## src/rtl/square_state_tracker_if.sv

```systemverilog
// rtl/square_state_tracker_if.sv - square state tracker control/status bundle
`ifndef SQUARE_STATE_ENCODE_LENGTH
`define SQUARE_STATE_ENCODE_LENGTH 3
`define SQUARE_STRONG     3'd1
`define SQUARE_OKAY       3'd2
`define SQUARE_WEAK       3'd3
`define SQUARE_INVINCIBLE 3'd4
`endif

interface square_state_tracker_if;
  logic                                   FRAME_TICK;
  logic                                   SPAWN;
  logic [`SQUARE_STATE_ENCODE_LENGTH-1:0] SPAWN_STATE;
  logic                                   HIT;
  logic [`SQUARE_STATE_ENCODE_LENGTH-1:0] COLOR;
  logic [11:0]                            RANDOM_RGB;
  logic                                   ALIVE;
  logic                                   DESTROYED;

  modport master (
    output FRAME_TICK, SPAWN, SPAWN_STATE, HIT,
    input  COLOR, RANDOM_RGB, ALIVE, DESTROYED
  );

  modport slave (
    input  FRAME_TICK, SPAWN, SPAWN_STATE, HIT,
    output COLOR, RANDOM_RGB, ALIVE, DESTROYED
  );
endinterface

```

## src/rtl/square_state_tracker.sv

```systemverilog
// rtl/square_state_tracker.sv - per-square durability/invincibility state and random colour source
// Optional feature macro: SQUARE_HIT_COOLDOWN_EN (one accepted hit per frame)
`ifndef SQUARE_STATE_ENCODE_LENGTH
`define SQUARE_STATE_ENCODE_LENGTH 3
`define SQUARE_STRONG     3'd1
`define SQUARE_OKAY       3'd2
`define SQUARE_WEAK       3'd3
`define SQUARE_INVINCIBLE 3'd4
`endif

module square_state_tracker #(
  parameter int unsigned INV_FRAMES = 180,
  parameter int unsigned RGB_FRAMES = 4,
  parameter logic [11:0] LFSR_SEED  = 12'hACE
) (
  input logic                   CLK,
  input logic                   RST,
  square_state_tracker_if.slave bus
);

  // An all-zero seed would lock the LFSR, so it is promoted to 1.
  localparam logic [11:0] SEED_EFF  = (LFSR_SEED == 12'h000) ? 12'h001 : LFSR_SEED;
  localparam logic [11:0] INV_LOAD  = 12'(INV_FRAMES);
  localparam logic [7:0]  DIV_LAST  = 8'(RGB_FRAMES - 1);
  // x^12 + x^6 + x^4 + x + 1 with the x^12 term implied by the shifted-out bit.
  localparam logic [11:0] LFSR_TAPS = 12'h053;

  typedef enum logic [2:0] {
    ST_DEAD,
    ST_STRONG,
    ST_OKAY,
    ST_WEAK,
    ST_INV
  } state_t;

  state_t      state_q, state_d;
  logic [11:0] inv_q, inv_d;
  logic        destroyed_d;
  logic        hit_ok;
  logic        hit_allowed;

  logic [`SQUARE_STATE_ENCODE_LENGTH-1:0] color_q, color_d;
  logic        alive_q;
  logic        destroyed_q;
  logic [7:0]  div_q;
  logic [11:0] lfsr_q;

`ifdef SQUARE_HIT_COOLDOWN_EN
  logic cool_q, cool_d;
  assign hit_allowed = ~cool_q;
`else
  assign hit_allowed = 1'b1;
`endif

  // A hit only counts when no spawn overrides it and the square can still lose durability.
  assign hit_ok = bus.HIT && !bus.SPAWN && hit_allowed &&
                  (state_q == ST_STRONG || state_q == ST_OKAY || state_q == ST_WEAK);

  // Next state: spawn beats hit beats invincibility expiry.
  always_comb begin
    state_d     = state_q;
    inv_d       = inv_q;
    destroyed_d = 1'b0;
    if (bus.SPAWN) begin
      case (bus.SPAWN_STATE)
        `SQUARE_OKAY:       state_d = ST_OKAY;
        `SQUARE_WEAK:       state_d = ST_WEAK;
        `SQUARE_INVINCIBLE: begin
          state_d = ST_INV;
          inv_d   = INV_LOAD;
        end
        default:            state_d = ST_STRONG;
      endcase
    end else if (hit_ok) begin
      case (state_q)
        ST_STRONG: state_d = ST_OKAY;
        ST_OKAY:   state_d = ST_WEAK;
        default: begin
          state_d     = ST_DEAD;
          destroyed_d = 1'b1;
        end
      endcase
    end else if (bus.FRAME_TICK && state_q == ST_INV) begin
      inv_d = inv_q - 12'd1;
      if (inv_q == 12'd1) state_d = ST_STRONG;
    end
  end

  // Selector encoding of the upcoming state; a dead square reports STRONG.
  always_comb begin
    color_d = `SQUARE_STRONG;
    case (state_d)
      ST_OKAY: color_d = `SQUARE_OKAY;
      ST_WEAK: color_d = `SQUARE_WEAK;
      ST_INV:  color_d = `SQUARE_INVINCIBLE;
      default: color_d = `SQUARE_STRONG;
    endcase
  end

  // State, counter and registered status outputs.
  always_ff @(posedge CLK or posedge RST) begin
    if (RST) begin
      state_q     <= ST_DEAD;
      inv_q       <= 12'd0;
      color_q     <= `SQUARE_STRONG;
      alive_q     <= 1'b0;
      destroyed_q <= 1'b0;
    end else begin
      state_q     <= state_d;
      inv_q       <= inv_d;
      color_q     <= color_d;
      alive_q     <= (state_d != ST_DEAD);
      destroyed_q <= destroyed_d;
    end
  end

`ifdef SQUARE_HIT_COOLDOWN_EN
  // Cooldown arms on an accepted hit and releases on the following frame tick.
  always_comb begin
    cool_d = cool_q;
    if (bus.SPAWN)           cool_d = 1'b0;
    else if (hit_ok)         cool_d = 1'b1;
    else if (bus.FRAME_TICK) cool_d = 1'b0;
  end

  // Cooldown flag register.
  always_ff @(posedge CLK or posedge RST) begin
    if (RST) cool_q <= 1'b0;
    else     cool_q <= cool_d;
  end
`endif

  // Free-running colour LFSR, stepped once every RGB_FRAMES frame ticks.
  always_ff @(posedge CLK or posedge RST) begin
    if (RST) begin
      div_q  <= 8'd0;
      lfsr_q <= SEED_EFF;
    end else if (bus.FRAME_TICK) begin
      if (div_q == DIV_LAST) begin
        div_q  <= 8'd0;
        lfsr_q <= {lfsr_q[10:0], 1'b0} ^ (lfsr_q[11] ? LFSR_TAPS : 12'h000);
      end else begin
        div_q  <= div_q + 8'd1;
      end
    end
  end

  assign bus.COLOR      = color_q;
  assign bus.ALIVE      = alive_q;
  assign bus.DESTROYED  = destroyed_q;
  assign bus.RANDOM_RGB = lfsr_q;

endmodule

```

## src/flat_wrapper.sv

```systemverilog
// flat-port wrapper written by rule: the top's interface ports become plain ports
module square_state_tracker_flat 
#(
  parameter int unsigned INV_FRAMES = 180,
  parameter int unsigned RGB_FRAMES = 4,
  parameter logic [11:0] LFSR_SEED  = 12'hACE
)
  (CLK, RST, bus_FRAME_TICK, bus_SPAWN, bus_SPAWN_STATE, bus_HIT, bus_COLOR, bus_RANDOM_RGB, bus_ALIVE, bus_DESTROYED);
  square_state_tracker_if bus_i ();
  input logic CLK;
  input logic RST;
  input wire logic [$bits(bus_i.FRAME_TICK)-1:0] bus_FRAME_TICK;
  input wire logic [$bits(bus_i.SPAWN)-1:0] bus_SPAWN;
  input wire logic [$bits(bus_i.SPAWN_STATE)-1:0] bus_SPAWN_STATE;
  input wire logic [$bits(bus_i.HIT)-1:0] bus_HIT;
  output wire logic [$bits(bus_i.COLOR)-1:0] bus_COLOR;
  output wire logic [$bits(bus_i.RANDOM_RGB)-1:0] bus_RANDOM_RGB;
  output wire logic [$bits(bus_i.ALIVE)-1:0] bus_ALIVE;
  output wire logic [$bits(bus_i.DESTROYED)-1:0] bus_DESTROYED;
  assign bus_i.FRAME_TICK = bus_FRAME_TICK;
  assign bus_i.SPAWN = bus_SPAWN;
  assign bus_i.SPAWN_STATE = bus_SPAWN_STATE;
  assign bus_i.HIT = bus_HIT;
  assign bus_COLOR = bus_i.COLOR;
  assign bus_RANDOM_RGB = bus_i.RANDOM_RGB;
  assign bus_ALIVE = bus_i.ALIVE;
  assign bus_DESTROYED = bus_i.DESTROYED;
  square_state_tracker #(.INV_FRAMES(INV_FRAMES), .RGB_FRAMES(RGB_FRAMES), .LFSR_SEED(LFSR_SEED)) u_core (.CLK(CLK), .RST(RST), .bus(bus_i));
endmodule
```

## config.mk

```make
export PLATFORM = sky130hd
export DESIGN_NAME = square_state_tracker_flat
export DESIGN_NICKNAME = d
export VERILOG_FILES = /design/src/rtl/square_state_tracker_if.sv /design/src/rtl/square_state_tracker.sv /design/src/flat_wrapper.sv
export SDC_FILE = /design/constraint.sdc
export NUM_CORES = 1
export LEC_CHECK = 0
export CORE_MARGIN = 10
export CORE_UTILIZATION = 42
export DETAILED_ROUTE_END_ITERATION = 16
export GPL_TIMING_DRIVEN = 1
export PLACE_DENSITY = 0.76
export SKIP_CTS_REPAIR_TIMING = 1
export SLEW_MARGIN = 20
export SYNTH_ARGS = -nofsm -noshare
export SYNTH_HDL_FRONTEND = slang
export SYNTH_SLANG_ARGS = --single-unit
```

## constraint.sdc

```tcl
create_clock -name CLK -period 2.6 [get_ports CLK]
set_input_delay 0.65 -clock CLK [delete_from_list [all_inputs] [get_ports CLK]]
set_output_delay 0.65 -clock CLK [all_outputs]
set_load 0.03 [all_outputs]
```

# [After elaboration in Yosys (flattened, before gate mapping)]
# Index checks and enable logic that the tools add are counted.
[totals] reg_bits=40 word_cells=51 input_bits=8 out_inout_bits=17
[classes] bitwise=1 n_reduce_logical=11 mux=16 n_eq_ne=14 addsub=2
[ops] op="12-bit 2-to-1 mux" n=4
[ops] op="3-bit by 2-bit equality test with 1-bit output, second input constant" n=6
[ops] op="3-bit case mux with 3 select lines" n=2
[ops] op="12-bit by 1-bit equality test with 1-bit output, second input constant" n=1
[ops] op="3-bit 2-to-1 mux" n=4
[ops] op="12-bit by 1-bit subtractor with 12-bit output, second input constant" n=1
[ops] op="12-bit XOR" n=1
[ops] op="3-bit equality test, second input constant" n=3
[ops] op="8-bit by 1-bit adder with 8-bit output, second input constant" n=1
[ops] op="8-bit by 2-bit equality test with 1-bit output, second input constant" n=1
[ops] op="8-bit 2-to-1 mux" n=1
[ops] op="7-bit 2-to-1 mux" n=1
[ops] op="2-bit case mux with 2 select lines" n=1
[ops] op="3-bit by 1-bit equality test with 1-bit output, second input constant" n=1
[ops] op="1-bit logical AND" n=3
[ops] op="1-bit 2-to-1 mux" n=3
[ops] op="3-bit AND reduction" n=1
[ops] op="3-bit nonzero test" n=1
[ops] op="1-bit logical OR" n=2
[ops] op="2-bit by 1-bit inequality test with 1-bit output, second input constant" n=1
[ops] op="2-bit inequality test, second input constant" n=1
[ops] op="2-bit AND reduction" n=1
[ops] op="2-bit nonzero test" n=1
[ops] op="2-bit OR reduction" n=1
[ops] op="1-bit zero test" n=1

# [Longest topological paths before layout]
# Gate-level depths: netlist of run 1.
[depth] depth_word=8 ltp_mapped=7 mapped_depth_nobuf=7

# [Least setup slack after synthesis of run 1]
# No wires, ideal clock.
[synth_path] path_kind="input port to flip-flop" start="input bus_SPAWN_STATE[1]" end="register u_core.inv_q[9]" slack_ps=783 setup_time_ps=120 arrival_time_ps=1697 path_buffers=1 path_stages=6 cell_sequence="nor4bb_1 buf_2 a21oi_2 nor4_1 xnor2_1 nor2_1"
[synth_between] elab_chain_cells=3
[synth_lines] item="start: declaration" line_no="flat_wrapper.sv:14" source="input wire logic [$bits(bus_i.SPAWN_STATE)-1:0] bus_SPAWN_STATE;"
[synth_lines] item="3-bit equality test" line_no="square_state_tracker.sv:65" source="case (bus.SPAWN_STATE)"
[synth_lines] item="2-bit by 1-bit inequality test with 1-bit output (no source line)"
[synth_lines] item="3-bit AND reduction (no source line)"
[synth_lines] item="end signal: assignment" line_no="square_state_tracker.sv:110" source="inv_q <= inv_d;"
[synth_lines] item="end: declaration" line_no="square_state_tracker.sv:37" source="logic [11:0] inv_q, inv_d;"
# Every way passes these cells.
# A chain may end at the register's enable or synchronous reset.

# [Final worst setup path of run 1]
[layout_path] start="register u_core.lfsr_q[11] (netlist: u_core.bus.RANDOM_RGB[11])" end="output bus_RANDOM_RGB[11]"
[layout_rtl] item="start: declaration" line_no="square_state_tracker.sv:46" source="logic [11:0] lfsr_q;"
[layout_rtl] item="start signal: assignment" line_no="square_state_tracker.sv:141" source="lfsr_q <= {lfsr_q[10:0], 1'b0} ^ (lfsr_q[11] ? LFSR_TAPS : 12'h000);"
[layout_rtl] item="end: declaration" line_no="flat_wrapper.sv:17" source="output wire logic [$bits(bus_i.RANDOM_RGB)-1:0] bus_RANDOM_RGB;"
# No word-level cell between the ends.

==> results of run 1 <==
final timing paths:
check / start / endpoint / cells after the start
worst min-delay path: u_core.bus.RANDOM_RGB[1] / u_core.bus.RANDOM_RGB[1] / 2
worst max register to register: u_core.inv_q[4] / u_core.bus.COLOR[0] / 5
worst max-delay path: u_core.bus.RANDOM_RGB[11] / bus_RANDOM_RGB[11] / 1
max in group asynchronous: RST / u_core.bus.RANDOM_RGB[11] / 3
min in group asynchronous: RST / u_core.bus.RANDOM_RGB[0] / 3
worst min register to register: u_core.bus.RANDOM_RGB[1] / u_core.bus.RANDOM_RGB[1] / 2
per-layer routing:
| layer | routed length, um | vias up | part of all wire, % | GRT usage, % |
|---|---|---|---|---|
| met5 | 0 | - | 0 | 0 |
| met4 | 100 | 0 | 2.9 | 6.44 |
| met3 | 137 | 8 | 3.9 | 3.31 |
| met2 | 1560 | 21 | 45 | 13.7 |
| met1 | 1690 | 610 | 48 | 12.7 |
| li1 | - | 618 | - | - |
cells in the final DEF, fill, tap and decap left out, types with 8 or more instances in the layout:
cell type         n
dfrtp_1          32
clkdlybuf4s50_1  24
xnor2_1          15
nand2_1          13
nor2_1           10
mux2_2           10
inv_1             8
dfstp_2           8
layout make-up:
| cell class | instances | area (sq um) | share of cell area, % |
|---|---|---|---|
| tap | 50 | 62.6 | 2.72 |
| sequential | 40 | 1010 | 44.0 |
| timing repair buffer | 30 | 285 | 12.4 |
| clock buffer | 6 | 72.6 | 3.16 |
| multi-input combinational | 108 | 776 | 33.8 |
| inverter | 8 | 30.0 | 1.31 |
| clock inverter | 2 | 60.1 | 2.61 |
kinds of logic (layout without fill, tap and decap cells):
family | after synthesis | count (layout) | synth area share [%]
AND/OR/NAND/NOR | 61 | 61 | 19.7
flip-flops | 40 | 40 | 55.4
XOR/XNOR | 21 | 21 | 10.1
AO/OA/AOI/OAI | 13 | 13 | 4.46
multiplexers | 10 | 10 | 6.17
buffers and inverters | 10 | 46 | 2.12
adder cells (fa/ha/maj) | 3 | 3 | 2.06
power by group through the flow:
| stage | logic [mW] | clock network [mW] | registers, mW |
|---|---|---|---|
| after floorplan | 0.188 | 0 | 0.807 |
| after global routing | 0.302 | 0.637 | 0.817 |
| final | 0.272 | 0.596 | 0.802 |
| after CTS | 0.276 | 0.607 | 0.802 |
| after detailed placement | 0.272 | 0 | 0.813 |
| after global placement | 0.266 | 0 | 0.811 |
flip-flops by register name (all words and copies together), names as in the netlist:
| name | flops |
|---|---|
| u_core.bus.COLOR | 3 |
| u_core.bus.DESTROYED | 1 |
| u_core.div_q | 8 |
| u_core.state_q | 3 |
| u_core.bus.ALIVE | 1 |
| u_core.inv_q | 12 |
| u_core.bus.RANDOM_RGB | 12 |
through the flow:
| stage | hold slack (ns) | cell area (sq um) |
|---|---|---|
| final | 0.487 | 2300 |
| after global routing | 0.518 | 2300 |
| after CTS | 0.494 | 2300 |
| after detailed placement | 0.484 | 2160 |
| after global placement | 0.470 | 2160 |
| after floorplan | 0.447 | 1830 |
==> qor.yml, run 1 <==
power_and_ir_drop:
  intPower_mw: 1.23
  clockPowerShare_pct: 35.7
  p_sw_mw: 0.438
  power_frac_seq_pct: 48.0
  p_sw_share_pct: 26.2
  leakage_nw: 0.950
  pwr_density_cell_mw_per_mm2: 727
  vdd_ir_drop_max_mv: 0.718
  pwr-share-comb_pct: 16.3
  p_total_mw: 1.67
sta:
  tightest_slew_ns: 0.491
  fin_crit_ns: 2.24
  rsz0062_at_grt: "false"
  hold_viol: 0
  slew_violations: 0
  tns_ns: 0
  setup_ws_ns: 0.359
  skew_ns: 0.00651
  max_freq_mhz: 446
  fin_crit_sh_pct: 86.2
  finalSetupViolations: 0
  slew_headroom_pct: 67.3
floorplan:
  core_area_sq_mm: 0.00412
  initial_core_util_pct: 44.4
  die_x_um: 85.9
  die-area_sq_mm: 0.00738
  die_h_um: 85.9
  io_pins: 25
  num_rows: 23
worst_setup_path:
  cp_max_fo: 6
  crit_path_start_kind: "flop"
  cp.required_ns: 1.95
  endpoint_kind: "output port"
  r2r_slack_ns: 0.61
  cp_num_buf_inv: 1
  arrival_ns: 1.59
  crit_slowest_cell: "clkdlybuf4s50_1"
  crit_family: "buffers and inverters"
  path_cells: "clkdlybuf4s50_1"
  crit_type: "reg -> out"
  cpPeakStageDelay_ns: 0.69
finish:
  fin_cells: 244
  antenna_cells: 0
  fill_cells: 341
  nNetsFinal: 204
  final_util_pct: 55.8
  area_delta_synth_final_pct: 25.8
  drive_gt1_share_pct: 19.1
job:
  maxCapViolations: 0
yosys:
  synth_top_area_cell: "dfrtp_1"
  synth_top_area_share_pct: 43.9
  syn_nets: 169
  synth_most_common_cell: "dfrtp_1"
  syn_inst: 158
  ys.flop_type: "dfrtp_1"
  yosysUniqueCellTypes: 35
  ys_ff_latch: 40
  syn_avg_cell_area_sq_um: 11.6
  synth-async-reset-ratio_pct: 100
  synth_edf_count: 0
  synth_commonest_cells: "dfrtp_1 (32), xnor2_1 (15), nand2_1 (13)"
  ys_warn_count: 0
  yosysSeqAreaShare_pct: 55.4
  syn_area_sq_mm: 0.00183
  synth_area_leaders: "dfrtp_1 (44%), dfstp_2 (12%), xnor2_1 (7.2%)"
detailed_routing:
  ant_nets: 0
  drt-vias-per-instance: 5.15
  drt_iter0_markers: 115
  vias: 1257
  firstDrtPassIters: 4
  wl_per_cell_um: 14.3
  drc: 0
  drt_wl_total_mm: 3.50
global_routing:
  antenna_found_initial: 0
  grt_max_degree: 41
  grt_overflow: 0
  grt_pass1_vias: 1203
  grt_usage_pct: 9.89
  grt_pass1_wl_mm: 5.78
clocking:
  cts_tree: "built"
  clock_sinks: 40
  htree_num_levels: 2
  clock-root-buffer: "clkbuf_8"
  clk_pin_slew_ns: 0.08
  insertion_delay_ns: 0.29
  cts_buffers: 5
  clk_path_buf_depth: 2
placed_design:
  gp_congestion: 0.814
  dp_hpwl_mm: 2.51
  io_buffers: 24
  dpl.cell_count: 236
  dpl_worst_slack_ns: 0.122
run_status:
  status: "complete, no violations"
hold_path:
  hold_class: "reg -> reg"
Power figures use the tool's default switching activity.
==> run 2: changes to the inputs <==
Settings changed: SLEW_MARGIN 20 to unset.
Clock period 2.6 ns to 2.4 ns, I/O delays scaled along.
==> qor.yml, run 2 (same netlist as run 1, synthesis figures left out) <==
clocking:
  clock_sinks: 40  # unchanged
  clk_pin_slew_ns: 0.07  # was 0.08 ns
  htree_num_levels: 2  # unchanged
  clk_path_buf_depth: 2  # unchanged
  clock-root-buffer: "clkbuf_8"  # unchanged
  cts_buffers: 5  # unchanged
  insertion_delay_ns: 0.29  # about the same
  cts_tree: "built"  # unchanged
detailed_routing:
  drt_iter0_markers: 90  # was 115
  vias: 1258  # was 1257
  wl_per_cell_um: 14.1  # was 14.3 um
  ant_nets: 0  # unchanged
  firstDrtPassIters: 4  # unchanged
  drt_wl_total_mm: 3.49  # was 3.50 mm
  drc: 0  # unchanged
  drt-vias-per-instance: 5.09  # was 5.15
power_and_ir_drop:
  intPower_mw: 1.29  # was 1.23 mW
  vdd_ir_drop_max_mv: 0.339  # was 0.718 mV
  p_sw_share_pct: 26.6  # was 26.2%
  p_sw_mw: 0.468  # was 0.438 mW
  pwr_density_cell_mw_per_mm2: 760  # was 727 mW/mm^2
  pwr-share-comb_pct: 16.9  # was 16.3%
  p_total_mw: 1.76  # was 1.67 mW
  leakage_nw: 0.963  # was 0.950 nW
  power_frac_seq_pct: 49.5  # was 48.0%
  clockPowerShare_pct: 33.7  # was 35.7%
floorplan:
  die_x_um: 85.9  # unchanged
  core_area_sq_mm: 0.00412  # unchanged
  initial_core_util_pct: 44.4  # unchanged
  io_pins: 25  # unchanged
  num_rows: 23  # unchanged
  die_h_um: 85.9  # unchanged
  die-area_sq_mm: 0.00738  # unchanged
run_status:
  status: "complete, no violations"  # unchanged
sta:
  slew_headroom_pct: 67.5  # was 67.3%
  setup_ws_ns: 0.214  # was 0.359 ns
  fin_crit_ns: 2.19
  finalSetupViolations: 0  # unchanged
  tightest_slew_ns: 0.488  # was 0.491 ns
  skew_ns: 0.00352  # was 0.00651 ns
  timing.hold.ws_ns: 0.480  # was 0.487 ns
  fin_crit_sh_pct: 91.1
  max_freq_mhz: 457
  rsz0062_at_grt: "false"  # unchanged
  slew_violations: 0  # unchanged
  hold_viol: 0  # unchanged
worst_setup_path:
  cp_num_buf_inv: 1  # unchanged
  cp_max_fo: 6  # unchanged
  crit_type: "reg -> out"  # unchanged
  crit_slowest_cell: "clkdlybuf4s50_1"  # unchanged
  endpoint_kind: "output port"  # unchanged
  arrival_ns: 1.59  # about the same
  crit_family: "buffers and inverters"  # unchanged
  cp.required_ns: 1.80  # was 1.95 ns
  path_cells: "clkdlybuf4s50_1"  # unchanged
  cpPeakStageDelay_ns: 0.69  # about the same
  crit_path_start_kind: "flop"  # unchanged
  r2r_slack_ns: 0.49  # was 0.61 ns
global_routing:
  antenna_found_initial: 0  # unchanged
  grt_overflow: 0  # unchanged
  grt_usage_pct: 9.75  # was 9.89%
  grt_pass1_wl_mm: 5.73  # was 5.78 mm
  grt_max_degree: 41  # unchanged
  grt_pass1_vias: 1190  # was 1203
placed_design:
  gp_congestion: 0.781  # was 0.814
  dpl.cell_count: 239  # was 236
  io_buffers: 24  # unchanged
  dpl_worst_slack_ns: -0.0106  # was 0.122 ns
  dpl_cell_area_sq_mm: 0.00219  # was 0.00216 sq mm
  dp_hpwl_mm: 2.50  # was 2.51 mm
finish:
  antenna_cells: 0  # unchanged
  fin_cells: 247  # was 244
  final_common_cell: "dfrtp_1"  # unchanged
  final_cell_mix: "dfrtp_1 (32), clkdlybuf4s50_1 (24), xnor2_1 (15)"  # unchanged
  nNetsFinal: 207  # was 204
  stdcell_area_sq_mm: 0.00231  # was 0.00230 sq mm
  area_delta_synth_final_pct: 26.7  # was 25.8%
  drive_gt1_share_pct: 20.8  # was 19.1%
job:
  maxCapViolations: 0  # unchanged
hold_path:
  hold_class: "reg -> reg"  # unchanged
[run 2: cell count changes in the layout (fill, tap and decap cells not counted)]
cell       before  now
buf_4           6    9
bufinv_16       2    1
clkbuf_8        5    7
clkbuf_1        1    0
[run 2: power groups by stage]
stage          sequential, mW  clock [mW]  combinational (mW)
2_1_floorplan           0.874           0               0.204
5_1_grt                 0.883       0.638               0.328
4_1_cts                 0.869       0.605               0.302
3_3_place_gp            0.880           0               0.291
3_5_place_dp            0.880           0               0.299
6_report                0.869       0.592               0.296
[run 2: metrics by stage]
step / utilization, % / TNS [ns]
after floorplan: - / 0
after global placement: 53.1 / 0
after detailed placement: 53.1 / -0.0106
after CTS: 56.2 / 0
after global routing: 56.2 / 0
final: 56.2 / 0
[run 2: layer usage]
layer	track usage, %	vias up	part of all wire, %
met2	14.4	22	47
li1	-	623	-
met4	5.39	0	2.0
met1	11.9	607	47
met3	3.69	6	4.5
met5	0	-	0
[run 2: final cells by class]
cell class                      count  area (sq um)
Clock buffer                        7          96.3
Sequential cell                    40          1010
Fill cell                         334          1800
Tap cell                           50          62.6
Inverter                            8          30.0
Clock inverter                      1          30.0
Timing Repair Buffer               33           308
Multi-Input combinational cell    108           776
[run 2: final timing paths]
path | start | end | depth (start not counted)
max in group asynchronous | RST | u_core.bus.RANDOM_RGB[3] | 3
worst max register to register | u_core.inv_q[4] | u_core.inv_q[11] | 5
worst min register to register | u_core.div_q[7] | u_core.div_q[7] | 1
min in group asynchronous | RST | u_core.bus.COLOR[1] | 3
worst min-delay path | u_core.div_q[7] | u_core.div_q[7] | 1
worst max-delay path | u_core.bus.RANDOM_RGB[11] | bus_RANDOM_RGB[11] | 1
